--- src/rtl/dq_reg_array_if.sv ---
// Port bundle for dq_reg_array: write port, registered read port and bulk-clear control.
// Requests are single-cycle with no handshake back-pressure; busy is the only stall indication.
interface dq_reg_array_if #(
  parameter int WIDTH  = 4,
  parameter int ADDR_W = 4
) ();

  logic              wr_en;
  logic [ADDR_W-1:0] wr_addr;
  logic [WIDTH-1:0]  wr_data;
  logic              rd_en;
  logic [ADDR_W-1:0] rd_addr;
  logic [WIDTH-1:0]  rd_data;
  logic              rd_valid;
  logic              rd_hit;
  logic              clr_req;
  logic              busy;

  modport master (
    output wr_en, wr_addr, wr_data, rd_en, rd_addr, clr_req,
    input  rd_data, rd_valid, rd_hit, busy
  );

  modport slave (
    input  wr_en, wr_addr, wr_data, rd_en, rd_addr, clr_req,
    output rd_data, rd_valid, rd_hit, busy
  );

endinterface

--- src/rtl/dq_reg_array.sv ---
// DEPTH x WIDTH register array with per-word valid bits, a write-first registered read
// port and a one-word-per-cycle bulk invalidate sequencer.
module dq_reg_array #(
  parameter int WIDTH  = 4,
  parameter int ADDR_W = 4
) (
  input  logic             clk,
  input  logic             rst_n,
  dq_reg_array_if.slave    bus,
  output logic             o_dbg_state
);

  localparam int DEPTH = 2 ** ADDR_W;

  typedef enum logic {
    S_IDLE  = 1'b0,
    S_CLEAR = 1'b1
  } state_t;

  state_t            r_state;
  state_t            w_next_state;
  logic [ADDR_W-1:0] r_clr_ptr;
  logic [DEPTH-1:0]  r_valid;
  logic [WIDTH-1:0]  r_mem [DEPTH];
  logic [WIDTH-1:0]  r_rd_data;
  logic              r_rd_valid;
  logic              r_rd_hit;

  logic              w_accept;
  logic              w_wr_go;
  logic              w_rd_go;
  logic              w_bypass;
  logic              w_clr_last;

  // Port handshake: wr_en/rd_en/clr_req are sampled once per rising edge. A read or
  // write is accepted only in IDLE with clr_req low; dropped requests are not queued.
  assign w_clr_last = (r_clr_ptr == ADDR_W'(DEPTH - 1));

  always_comb begin
    w_next_state = r_state;
    w_accept     = 1'b0;
    case (r_state)
      S_IDLE: begin
        if (bus.clr_req) begin
          w_next_state = S_CLEAR;
        end else begin
          w_accept = 1'b1;
        end
      end
      S_CLEAR: begin
        if (w_clr_last) begin
          w_next_state = S_IDLE;
        end
      end
      default: w_next_state = S_IDLE;
    endcase
  end

  assign w_wr_go  = w_accept & bus.wr_en;
  assign w_rd_go  = w_accept & bus.rd_en;
  assign w_bypass = w_wr_go & (bus.wr_addr == bus.rd_addr);

  always_ff @(posedge clk or negedge rst_n) begin
    if (!rst_n) begin
      r_state <= S_IDLE;
    end else begin
      r_state <= w_next_state;
    end
  end

  // Pointer wraps to zero naturally after the last word, ready for the next clear.
  always_ff @(posedge clk or negedge rst_n) begin
    if (!rst_n) begin
      r_clr_ptr <= '0;
    end else if (r_state == S_CLEAR) begin
      r_clr_ptr <= r_clr_ptr + 1'b1;
    end
  end

  always_ff @(posedge clk or negedge rst_n) begin
    if (!rst_n) begin
      r_valid <= '0;
    end else if (r_state == S_CLEAR) begin
      r_valid[r_clr_ptr] <= 1'b0;
    end else if (w_wr_go) begin
      r_valid[bus.wr_addr] <= 1'b1;
    end
  end

  // Word storage carries no reset; the valid bits alone decide what is observable.
  always_ff @(posedge clk) begin
    if (w_wr_go) begin
      r_mem[bus.wr_addr] <= bus.wr_data;
    end
  end

  always_ff @(posedge clk or negedge rst_n) begin
    if (!rst_n) begin
      r_rd_valid <= 1'b0;
      r_rd_hit   <= 1'b0;
      r_rd_data  <= '0;
    end else begin
      r_rd_valid <= w_rd_go;
      if (w_rd_go) begin
        if (w_bypass) begin
          r_rd_hit  <= 1'b1;
          r_rd_data <= bus.wr_data;
        end else begin
          r_rd_hit  <= r_valid[bus.rd_addr];
          r_rd_data <= r_valid[bus.rd_addr] ? r_mem[bus.rd_addr] : '0;
        end
      end
    end
  end

  assign bus.rd_data  = r_rd_data;
  assign bus.rd_valid = r_rd_valid;
  assign bus.rd_hit   = r_rd_hit;
  assign bus.busy     = (r_state == S_CLEAR);
  assign o_dbg_state  = r_state;

endmodule

--- src/flat_wrapper.sv ---
// flat-port wrapper written by rule: the top's interface ports become plain ports
module dq_reg_array_flat 
#(
  parameter int WIDTH  = 4,
  parameter int ADDR_W = 4
)
  (clk, rst_n, o_dbg_state, bus_wr_en, bus_wr_addr, bus_wr_data, bus_rd_en, bus_rd_addr, bus_clr_req, bus_rd_data, bus_rd_valid, bus_rd_hit, bus_busy);
  dq_reg_array_if #(.WIDTH(WIDTH), .ADDR_W(ADDR_W)) bus_i ();
  input  logic clk;
  input  logic rst_n;
  output logic o_dbg_state;
  input wire logic [$bits(bus_i.wr_en)-1:0] bus_wr_en;
  input wire logic [$bits(bus_i.wr_addr)-1:0] bus_wr_addr;
  input wire logic [$bits(bus_i.wr_data)-1:0] bus_wr_data;
  input wire logic [$bits(bus_i.rd_en)-1:0] bus_rd_en;
  input wire logic [$bits(bus_i.rd_addr)-1:0] bus_rd_addr;
  input wire logic [$bits(bus_i.clr_req)-1:0] bus_clr_req;
  output wire logic [$bits(bus_i.rd_data)-1:0] bus_rd_data;
  output wire logic [$bits(bus_i.rd_valid)-1:0] bus_rd_valid;
  output wire logic [$bits(bus_i.rd_hit)-1:0] bus_rd_hit;
  output wire logic [$bits(bus_i.busy)-1:0] bus_busy;
  assign bus_i.wr_en = bus_wr_en;
  assign bus_i.wr_addr = bus_wr_addr;
  assign bus_i.wr_data = bus_wr_data;
  assign bus_i.rd_en = bus_rd_en;
  assign bus_i.rd_addr = bus_rd_addr;
  assign bus_i.clr_req = bus_clr_req;
  assign bus_rd_data = bus_i.rd_data;
  assign bus_rd_valid = bus_i.rd_valid;
  assign bus_rd_hit = bus_i.rd_hit;
  assign bus_busy = bus_i.busy;
  dq_reg_array #(.WIDTH(WIDTH), .ADDR_W(ADDR_W)) u_core (.clk(clk), .rst_n(rst_n), .bus(bus_i), .o_dbg_state(o_dbg_state));
endmodule
--- config.mk ---
export PLATFORM = sky130hd
export DESIGN_NAME = dq_reg_array_flat
export DESIGN_NICKNAME = d
export VERILOG_FILES = /design/src/rtl/dq_reg_array_if.sv /design/src/rtl/dq_reg_array.sv /design/src/flat_wrapper.sv
export SDC_FILE = /design/constraint.sdc
export NUM_CORES = 1
export LEC_CHECK = 0
export BUFFER_PORTS_ARGS = -buffer_cell sky130_fd_sc_hd__buf_2
export CORE_MARGIN = 1
export CORE_UTILIZATION = 51
export CTS_CLUSTER_DIAMETER = 120
export CTS_CLUSTER_SIZE = 30
export DETAILED_ROUTE_END_ITERATION = 8
export HOLD_SLACK_MARGIN = 0.1
export PLACE_DENSITY = 0.66
export SYNTH_ARGS = -nofsm -noshare
export SYNTH_HDL_FRONTEND = slang
export SYNTH_SLANG_ARGS = --single-unit
export TNS_END_PERCENT = 30
--- constraint.sdc ---
create_clock -name clk -period 2.9 [get_ports clk]
set_clock_uncertainty 0.15 [all_clocks]
set_input_delay 0.435 -clock clk [delete_from_list [all_inputs] [get_ports clk]]
set_output_delay 0.435 -clock clk [all_outputs]
set_load 0.005 [all_outputs]
==> results.sh, run 1 <==
export IMPL_slew_violations=0
export IMPL_io_buffers=24
export IMPL_critical_path_top_delay_family="simple AND/OR/NAND/NOR gates"
export IMPL_die_w_um=88.5
export IMPL_hold_violations=0
export IMPL_yosys_warnings=0
export IMPL_irDropWorstVdd_mv=0.393
export IMPL_drc=0
export IMPL_rrSetupSlack_ns=0.23
export IMPL_routedWlPerCell_um=21.0
export IMPL_setup_slack_ns=0.230
export IMPL_critical_path_class="flop to flop"
export IMPL_relSlewSlack=0.397
export IMPL_cellPowerDensity_nw_per_um2=742
export IMPL_gp_congestion=0.779
export IMPL_cts_setup_buffers=0
export IMPL_track_usage=0.221
export IMPL_critPathSlowestCell="nor3_1"
export IMPL_clk_pin_slew_ns=0.09
export IMPL_timing_rr_start="u_core.bus.busy"
export IMPL_cp_max_fo=12
export IMPL_layout_nets=284
export IMPL_synthTopCellsByArea="edfxtp_1 50%, dfrtp_1 18%, mux4_2 14%"
export IMPL_synth_largest_area_cell="edfxtp_1"
export IMPL_cp_arrival_ns=2.50
export IMPL_clk_latency_ns=0.35
export IMPL_dieArea_um2=7830
export IMPL_outcome="completed"
export IMPL_min_period_ns=2.67
export IMPL_grt_pass1_vias=2125
export IMPL_cts_resized=0
export IMPL_initial_core_util=0.526
export IMPL_hold_buffers=1
export IMPL_rows=31
export IMPL_fin_area_um2=4260
export IMPL_tightest_slew_ns=0.898
export IMPL_crit_end="u_core.r_mem[0][2]"
export IMPL_num_antenna_cells=0
export IMPL_post_dp_cell_area_um2=4040
export IMPL_setup_tns_ns=0
export IMPL_drtAntennaViolNets=0
export IMPL_critical_path_max_stage_delay_ns=0.73
export IMPL_endpoint_kind="flop"
export IMPL_most_common_layout_cells="64 x edfxtp_1, 27 x dfrtp_1, 24 x mux4_2, 24 x buf_2, 23 x o21ai_0"
export IMPL_cp_buffers_inverters=0
export IMPL_cts_htree_levels=3
export IMPL_via_per_inst=5.90
export IMPL_syn_area_um2=3810
export IMPL_io_pins=25
export IMPL_drt_iter0_markers=202
export IMPL_layout_commonest_cell="edfxtp_1"
export IMPL_max_clock_freq_mhz=374
export IMPL_cts_made_buffers=9
export IMPL_hold_start="bus_clr_req"
export IMPL_ys_seq_area_frac=0.681
export IMPL_synth_nets=256
export IMPL_setup_viol=0
export IMPL_antenna_found_initial=0
export IMPL_fp_coreArea_um2=7250
export IMPL_cts_tree="done"
export IMPL_die_h_um=88.5
export IMPL_crit_cells=4
export IMPL_synth_seq_cells=91
export IMPL_r2r_end="u_core.r_mem[0][2]"
export IMPL_routed_wl_um=7700
export IMPL_startpoint="u_core.bus.busy"
export IMPL_syn_inst=235
export IMPL_preCtsSetupSlack_ns=0.242
export IMPL_min_path_type="input port to flop"
export IMPL_cp_start_kind="flop"
export IMPL_synth_cell_types=28
export IMPL_root_buffer="clkbuf_8"
export IMPL_num_vias=2167
export IMPL_period_share=0.921
export IMPL_p_leak_nw=1.55
export IMPL_dp_hpwl_um=5370
export IMPL_clock_sinks=91
export IMPL_drtPass1Iterations=4
export IMPL_fin_hold_ws_ns=0.244
export IMPL_area_growth_pct=11.8
export IMPL_maxCapViolations=0
export IMPL_syn_area_per_cell_um2=16.2
export IMPL_rsz0062_at_grt="false"
export IMPL_crit_required_ns=2.73
export IMPL_synthDominantCellAreaShare=0.504
export IMPL_clk_path_buf_depth=2
export IMPL_drive_above_1_share=0.254
export IMPL_r2r_worst_path_cells=4
export IMPL_worstPathCellList="nor2_2 > nand2_1 > or3_1 > nor3_1"
export IMPL_final_util=0.588
export IMPL_gr_total_overflow=0
export IMPL_grt_pass1_wl_um=12200
export IMPL_grt_max_degree=28
[cells in the mapped netlist (all sizes together)]
master / count
edfxtp: 64
dfrtp: 27
o21ai: 26
mux4: 24
nor2: 16
nand2: 14
inv: 7
nand2b: 7
buf: 6
clkbuf: 5
xor2: 5
clkinv: 4
ha: 4
nor3: 4
o221ai: 4
mux2i: 3
nand4: 3
nand3: 2
nand4b: 2
o22a: 2
xnor2: 2
a41oi: 1
nor4: 1
or2: 1
or3: 1
[metal layers]
layer,part of all wire,vias up,track usage
met4,0.018,0,0.0865
li1,-,953,-
met3,0.053,13,0.0476
met2,0.47,69,0.316
met1,0.46,1132,0.335
met5,0,-,0
[flip-flops by register name, indices dropped and copies added, names as in the netlist]
| signal | flops |
|---|---|
| u_core.bus.busy | 1 |
| u_core.r_mem | 64 |
| u_core.r_valid | 16 |
| u_core.bus.rd_hit | 1 |
| u_core.bus.rd_valid | 1 |
| u_core.r_clr_ptr | 4 |
| u_core.bus.rd_data | 4 |
[stage by stage]
step,cells,power (mW)
3_3_place_gp,350,2.24
6_report,367,3.16
4_1_cts,367,3.16
5_1_grt,367,3.31
2_1_floorplan,235,2.05
3_5_place_dp,350,2.25
[logic make-up after synthesis]
group,Yosys count,share of synthesized area
xor gates and xnor gates,7,0.0161
AOI/OAI and AO/OA,33,0.0502
adders and majority gates,4,0.0131
and+or+nand+nor,51,0.0640
buffers and inverters,22,0.0256
DFF,91,0.681
muxes,27,0.150
[worst min-delay path, delay by kind of cell]
family                 cells  cell delay, ns
buffers and inverters      1            0.08
and+or+nand+nor            2            0.18
[worst min-delay path by stage]
stage	cells after the start	to	slack, ns
after floorplan	0	u_core.bus.busy	-0.01
after global placement	1	u_core.r_clr_ptr[0]	0.33
after detailed placement	2	u_core.bus.rd_data[0]	0.33
after CTS	3	u_core.bus.busy	0.24
final	3	u_core.bus.busy	0.24
after global routing	3	u_core.bus.busy	0.28
[where the power goes]
group,total (mW),switching [mW],leakage (nW),internal [mW]
combinational,0.542,0.299,0.517,0.243
sequential,1.69,0.135,0.929,1.55
clock,0.931,0.442,0.107,0.489
[cell type report]
| class | count | area [µm²] |
|---|---|---|
| clock buffer | 10 | 128 |
| fill | 581 | 2990 |
| timing repair buffer | 28 | 165 |
| inverter | 11 | 41.3 |
| sequential | 91 | 2600 |
| multi-input combinational | 122 | 1120 |
| tap | 99 | 124 |
| clock inverter | 6 | 90.1 |
Note: power is estimated with default switching activity, not from simulation.
==> inputs of run 2 (changes only) <==
- PLACE_DENSITY: 0.66 -> 0.69
==> results.sh, run 2 (synthesized netlist as in run 1, its figures left out) <==
export IMPL_r2r_worst_path_cells=4
export IMPL_cts_setup_buffers=0
export IMPL_setup_viol=0
export IMPL_regArea_um2=2600
export IMPL_io_buffers=24
export IMPL_dieArea_um2=7830
export IMPL_gr_total_overflow=0
export IMPL_tightest_slew_ns=0.747
export IMPL_clk_path_buf_depth=2
export IMPL_rsz0062_at_grt="false"
export IMPL_cts_htree_levels=3
export IMPL_drtAntennaViolNets=0
export IMPL_drive_above_1_share=0.259
export IMPL_fillers=572
export IMPL_cp_start_kind="flop"
export IMPL_cp_arrival_ns=2.36
export IMPL_cp_max_fo=12
export IMPL_worstPathCellList="nor2_2 > nand2_1 > or3_1 > nor3_1"
export IMPL_crit_required_ns=2.75
export IMPL_drtPass1Iterations=4
export IMPL_critical_path_max_stage_delay_ns=0.56
export IMPL_endpoint_kind="flop"
export IMPL_multi_input_area_um2=1120
export IMPL_dp_hpwl_um=5200
export IMPL_fin_hold_ws_ns=0.237
export IMPL_max_clock_freq_mhz=397
export IMPL_cellPowerDensity_nw_per_um2=705
export IMPL_slew_violations=0
export IMPL_reg_top3="u_core.r_mem x64, u_core.r_valid x16"
export IMPL_drt_iter0_markers=148
export IMPL_gp_congestion=0.748
export IMPL_clk_latency_ns=0.36
export IMPL_grt_pass1_vias=2180
export IMPL_grt_max_degree=28
export IMPL_fp_coreArea_um2=7250
export IMPL_clock_sinks=91
export IMPL_die_w_um=88.5
export IMPL_maxCapViolations=0
export IMPL_routed_wl_um=7490
export IMPL_cts_tree="done"
export IMPL_critPathSlowestCell="nor3_1"
export IMPL_top_register="u_core.r_mem"
export IMPL_min_delay_path_depth=3
export IMPL_via_per_inst=5.79
export IMPL_layout_commonest_cell="edfxtp_1"
export IMPL_routedWlPerCell_um=20.3
export IMPL_period_share=0.869
export IMPL_p_leak_nw=1.53
export IMPL_outcome="completed"
export IMPL_drc=0
export IMPL_num_vias=2136
export IMPL_hold_violations=0
export IMPL_largest_reg_flops=64
export IMPL_root_buffer="clkbuf_8"
export IMPL_clk_pin_slew_ns=0.09
export IMPL_area_growth_pct=11.1
export IMPL_min_path_type="input port to flop"
export IMPL_most_common_layout_cells="64 x edfxtp_1, 27 x dfrtp_1, 24 x mux4_2, 24 x buf_2, 23 x o21ai_0"
export IMPL_min_period_ns=2.52
export IMPL_antenna_found_initial=0
export IMPL_relSlewSlack=0.498
export IMPL_io_pins=25
export IMPL_rows=31
export IMPL_layout_nets=286
export IMPL_critical_path_class="flop to flop"
export IMPL_track_usage=0.219
export IMPL_num_antenna_cells=0
export IMPL_initial_core_util=0.526
export IMPL_setup_tns_ns=0
export IMPL_irDropWorstVdd_mv=0.309
export IMPL_die_h_um=88.5
export IMPL_grt_pass1_wl_um=11900
export IMPL_cts_made_buffers=9
[run 2: cell count changes in the layout (fill, tap and decap cells not counted), sizes merged]
cell	delta
bufinv	-2
clkinvlp	+2
buf	+2
clkbuf	-1
inv	+1
[run 2: path summary, 6_finish.rpt]
check                                 startpoint                    end  slack, ns
min in group asynchronous                  rst_n    u_core.r_clr_ptr[1]       0.47
max                              u_core.bus.busy     u_core.r_mem[0][2]       0.38
max reg2reg                      u_core.bus.busy     u_core.r_mem[0][2]       0.38
min reg2reg                u_core.bus.rd_data[2]  u_core.bus.rd_data[2]       0.34
max in group asynchronous                  rst_n  u_core.bus.rd_data[2]       1.73
min                                  bus_clr_req        u_core.bus.busy       0.24
[run 2: layer usage]
metal,global-route usage,routed length [µm],vias to the layer above
met3,0.0494,420,6
li1,-,-,966
met4,0.0748,77,0
met1,0.295,3250,1088
met2,0.355,3740,76
met5,0,0,-
[run 2: critical path: cells and delay by family, from the launching register on]
kind,cells,cell delay (ns)
AND/OR/NAND/NOR,4,1.48
flip-flops,1,0.52
[run 2: what timing repair did]
| action | CTS | global route |
|---|---|---|
| hold buffers | 1 | 0 |
| hold endpoints to repair | 27 | 0 |
| endpoints found under the setup margin | 0 | 0 |
| resized for setup | 0 | 0 |
[run 2: area by class of cell]
| class | instances | share of cell area |
|---|---|---|
| clock buffers | 9 | 0.0292 |
| flip-flops and latches | 91 | 0.613 |
| well taps | 99 | 0.0292 |
| repair buffers | 30 | 0.0425 |
| inverters | 11 | 0.00975 |
| clock inverters | 7 | 0.0124 |
| multi-input cells | 122 | 0.264 |
[run 2: metrics by stage]
| stage | util | cells | cell area (µm²) | power, mW | setup WS (ns) |
|---|---|---|---|---|---|
| 2_1_floorplan | - | 235 | 3810 | 2.05 | 0.709 |
| 3_3_place_gp | 0.558 | 352 | 4050 | 2.23 | 0.455 |
| 3_5_place_dp | 0.558 | 352 | 4050 | 2.25 | 0.326 |
| 4_1_cts | 0.584 | 369 | 4240 | 3.00 | 0.340 |
| 5_1_grt | 0.584 | 369 | 4240 | 3.15 | 0.200 |
| 6_report | 0.584 | 369 | 4240 | 2.99 | 0.381 |
[run 2: power breakdown]
| group | leakage, nW | switching, mW | internal (mW) | total [mW] |
|---|---|---|---|---|
| sequential | 0.929 | 0.128 | 1.55 | 1.68 |
| clock | 0.0799 | 0.448 | 0.315 | 0.764 |
| combinational | 0.526 | 0.295 | 0.245 | 0.540 |
| total | 1.53 | 0.872 | 2.11 | 2.99 |
==> inputs of run 3 (changes only) <==
- MAX_ROUTING_LAYER: unset -> met4
- SLEW_MARGIN: unset -> 20
==> results.sh, run 3 (synthesized netlist as in run 1, its figures left out) <==
export IMPL_outcome="completed"
export IMPL_via_per_inst=5.83
export IMPL_dieArea_um2=7830
export IMPL_crit_required_ns=2.75
export IMPL_num_vias=2150
export IMPL_cp_buffers_inverters=0
export IMPL_hold_violations=0
export IMPL_drc=0
export IMPL_cts_setup_buffers=0
export IMPL_reg_top3="u_core.r_mem x64, u_core.r_valid x16"
export IMPL_drtAntennaViolNets=0
export IMPL_period_share=0.867
export IMPL_min_path_type="input port to flop"
export IMPL_cp_arrival_ns=2.36
export IMPL_drive_above_1_share=0.259
export IMPL_post_dp_cell_area_um2=4050
export IMPL_cts_htree_levels=3
export IMPL_drtPass1Iterations=5
export IMPL_die_h_um=88.5
export IMPL_critPathSlowestCell="nor3_1"
export IMPL_cts_made_buffers=9
export IMPL_cp_start_kind="flop"
export IMPL_gp_congestion=0.757
export IMPL_clk_path_buf_depth=2
export IMPL_min_period_ns=2.51
export IMPL_slew_violations=0
export IMPL_root_buffer="clkbuf_8"
export IMPL_dp_hpwl_um=5200
export IMPL_maxCapViolations=0
export IMPL_critical_path_class="flop to flop"
export IMPL_area_growth_pct=11.1
export IMPL_tightest_slew_ns=0.743
export IMPL_largest_reg_flops=64
export IMPL_top_register="u_core.r_mem"
export IMPL_setup_tns_ns=0
export IMPL_fp_coreArea_um2=7250
export IMPL_p_leak_nw=1.53
export IMPL_drt_iter0_markers=132
export IMPL_final_util=0.584
export IMPL_initial_core_util=0.526
export IMPL_clk_latency_ns=0.36
export IMPL_cp_max_fo=12
export IMPL_irDropWorstVdd_mv=0.309
export IMPL_grt_pass1_vias=2188
export IMPL_clock_sinks=91
export IMPL_num_antenna_cells=0
export IMPL_layout_nets=286
export IMPL_endpoint_kind="flop"
export IMPL_routed_wl_um=7440
export IMPL_fin_area_um2=4240
export IMPL_critical_path_max_stage_delay_ns=0.56
export IMPL_cellPowerDensity_nw_per_um2=705
export IMPL_io_buffers=24
export IMPL_layout_commonest_cell="edfxtp_1"
export IMPL_max_clock_freq_mhz=398
export IMPL_routedWlPerCell_um=20.2
export IMPL_worstPathCellList="nor2_2 > nand2_1 > or3_1 > nor3_1"
export IMPL_grt_max_degree=28
export IMPL_clk_pin_slew_ns=0.09
export IMPL_relSlewSlack=0.501
export IMPL_gr_total_overflow=0
export IMPL_rsz0062_at_grt="false"
export IMPL_most_common_layout_cells="64 x edfxtp_1, 27 x dfrtp_1, 24 x mux4_2, 24 x buf_2, 23 x o21ai_0"
export IMPL_grt_pass1_wl_um=11900
export IMPL_antenna_found_initial=0
export IMPL_io_pins=25
export IMPL_cts_tree="done"
export IMPL_setup_viol=0
export IMPL_track_usage=0.226
export IMPL_die_w_um=88.5
export IMPL_rows=31
export IMPL_critical_path_top_delay_family="simple AND/OR/NAND/NOR gates"
## run 3: layer usage
| layer | wire length (µm) | GRT usage | vias to the layer above |
|---|---|---|---|
| li1 | - | - | 963 |
| met1 | 3280 | 0.297 | 1106 |
| met2 | 3660 | 0.354 | 73 |
| met3 | 410 | 0.0494 | 8 |
| met4 | 90 | 0.0748 | 0 |
| met5 | 0 | - | - |
## run 3: layout make-up
cell class                 instances  area, µm²
sequential                        91       2600
inverter                          11       41.3
clock buffer                       9        124
clock inverter                     7       52.6
timing repair buffer              30        180
tap                               99        124
multi-input combinational        122       1120
fill                             572       3020
## run 3: worst reg2reg max path: cells and delay by family, from the launching register on
kind | cells | cell delay [ns]
flops | 1 | 0.52
simple gates | 4 | 1.48
## run 3: path summary, 6_finish.rpt
check	from	endpoint	slack, ns	cells after the start
min	bus_clr_req	u_core.bus.busy	0.23	3
max in group asynchronous	rst_n	u_core.bus.rd_data[2]	1.73	2
max reg2reg	u_core.bus.busy	u_core.r_mem[0][2]	0.39	4
max	u_core.bus.busy	u_core.r_mem[0][2]	0.39	4
min in group asynchronous	rst_n	u_core.r_clr_ptr[1]	0.46	2
min reg2reg	u_core.bus.rd_data[2]	u_core.bus.rd_data[2]	0.35	2
## run 3: repair_timing
action / 4_1_cts / 5_1_grt
hold buffers: 1 / 0
endpoints found under the hold margin: 27 / 0
setup endpoints to repair: 0 / 0
resized for setup: 0 / 0
## run 3: power by group
part	switching (mW)	leakage [nW]	internal, mW
clock	0.449	0.0799	0.315
sequential	0.127	0.929	1.55
combinational	0.296	0.526	0.245
## run 3: through the flow
stage	hold slack, ns	instances	setup WS, ns	total power [mW]
2_1_floorplan	-0.0106	235	0.709	2.05
3_3_place_gp	0.326	352	0.455	2.23
3_5_place_dp	0.331	352	0.326	2.25
4_1_cts	0.220	369	0.340	3.00
5_1_grt	0.237	369	0.200	3.15
6_report	0.231	369	0.386	2.99
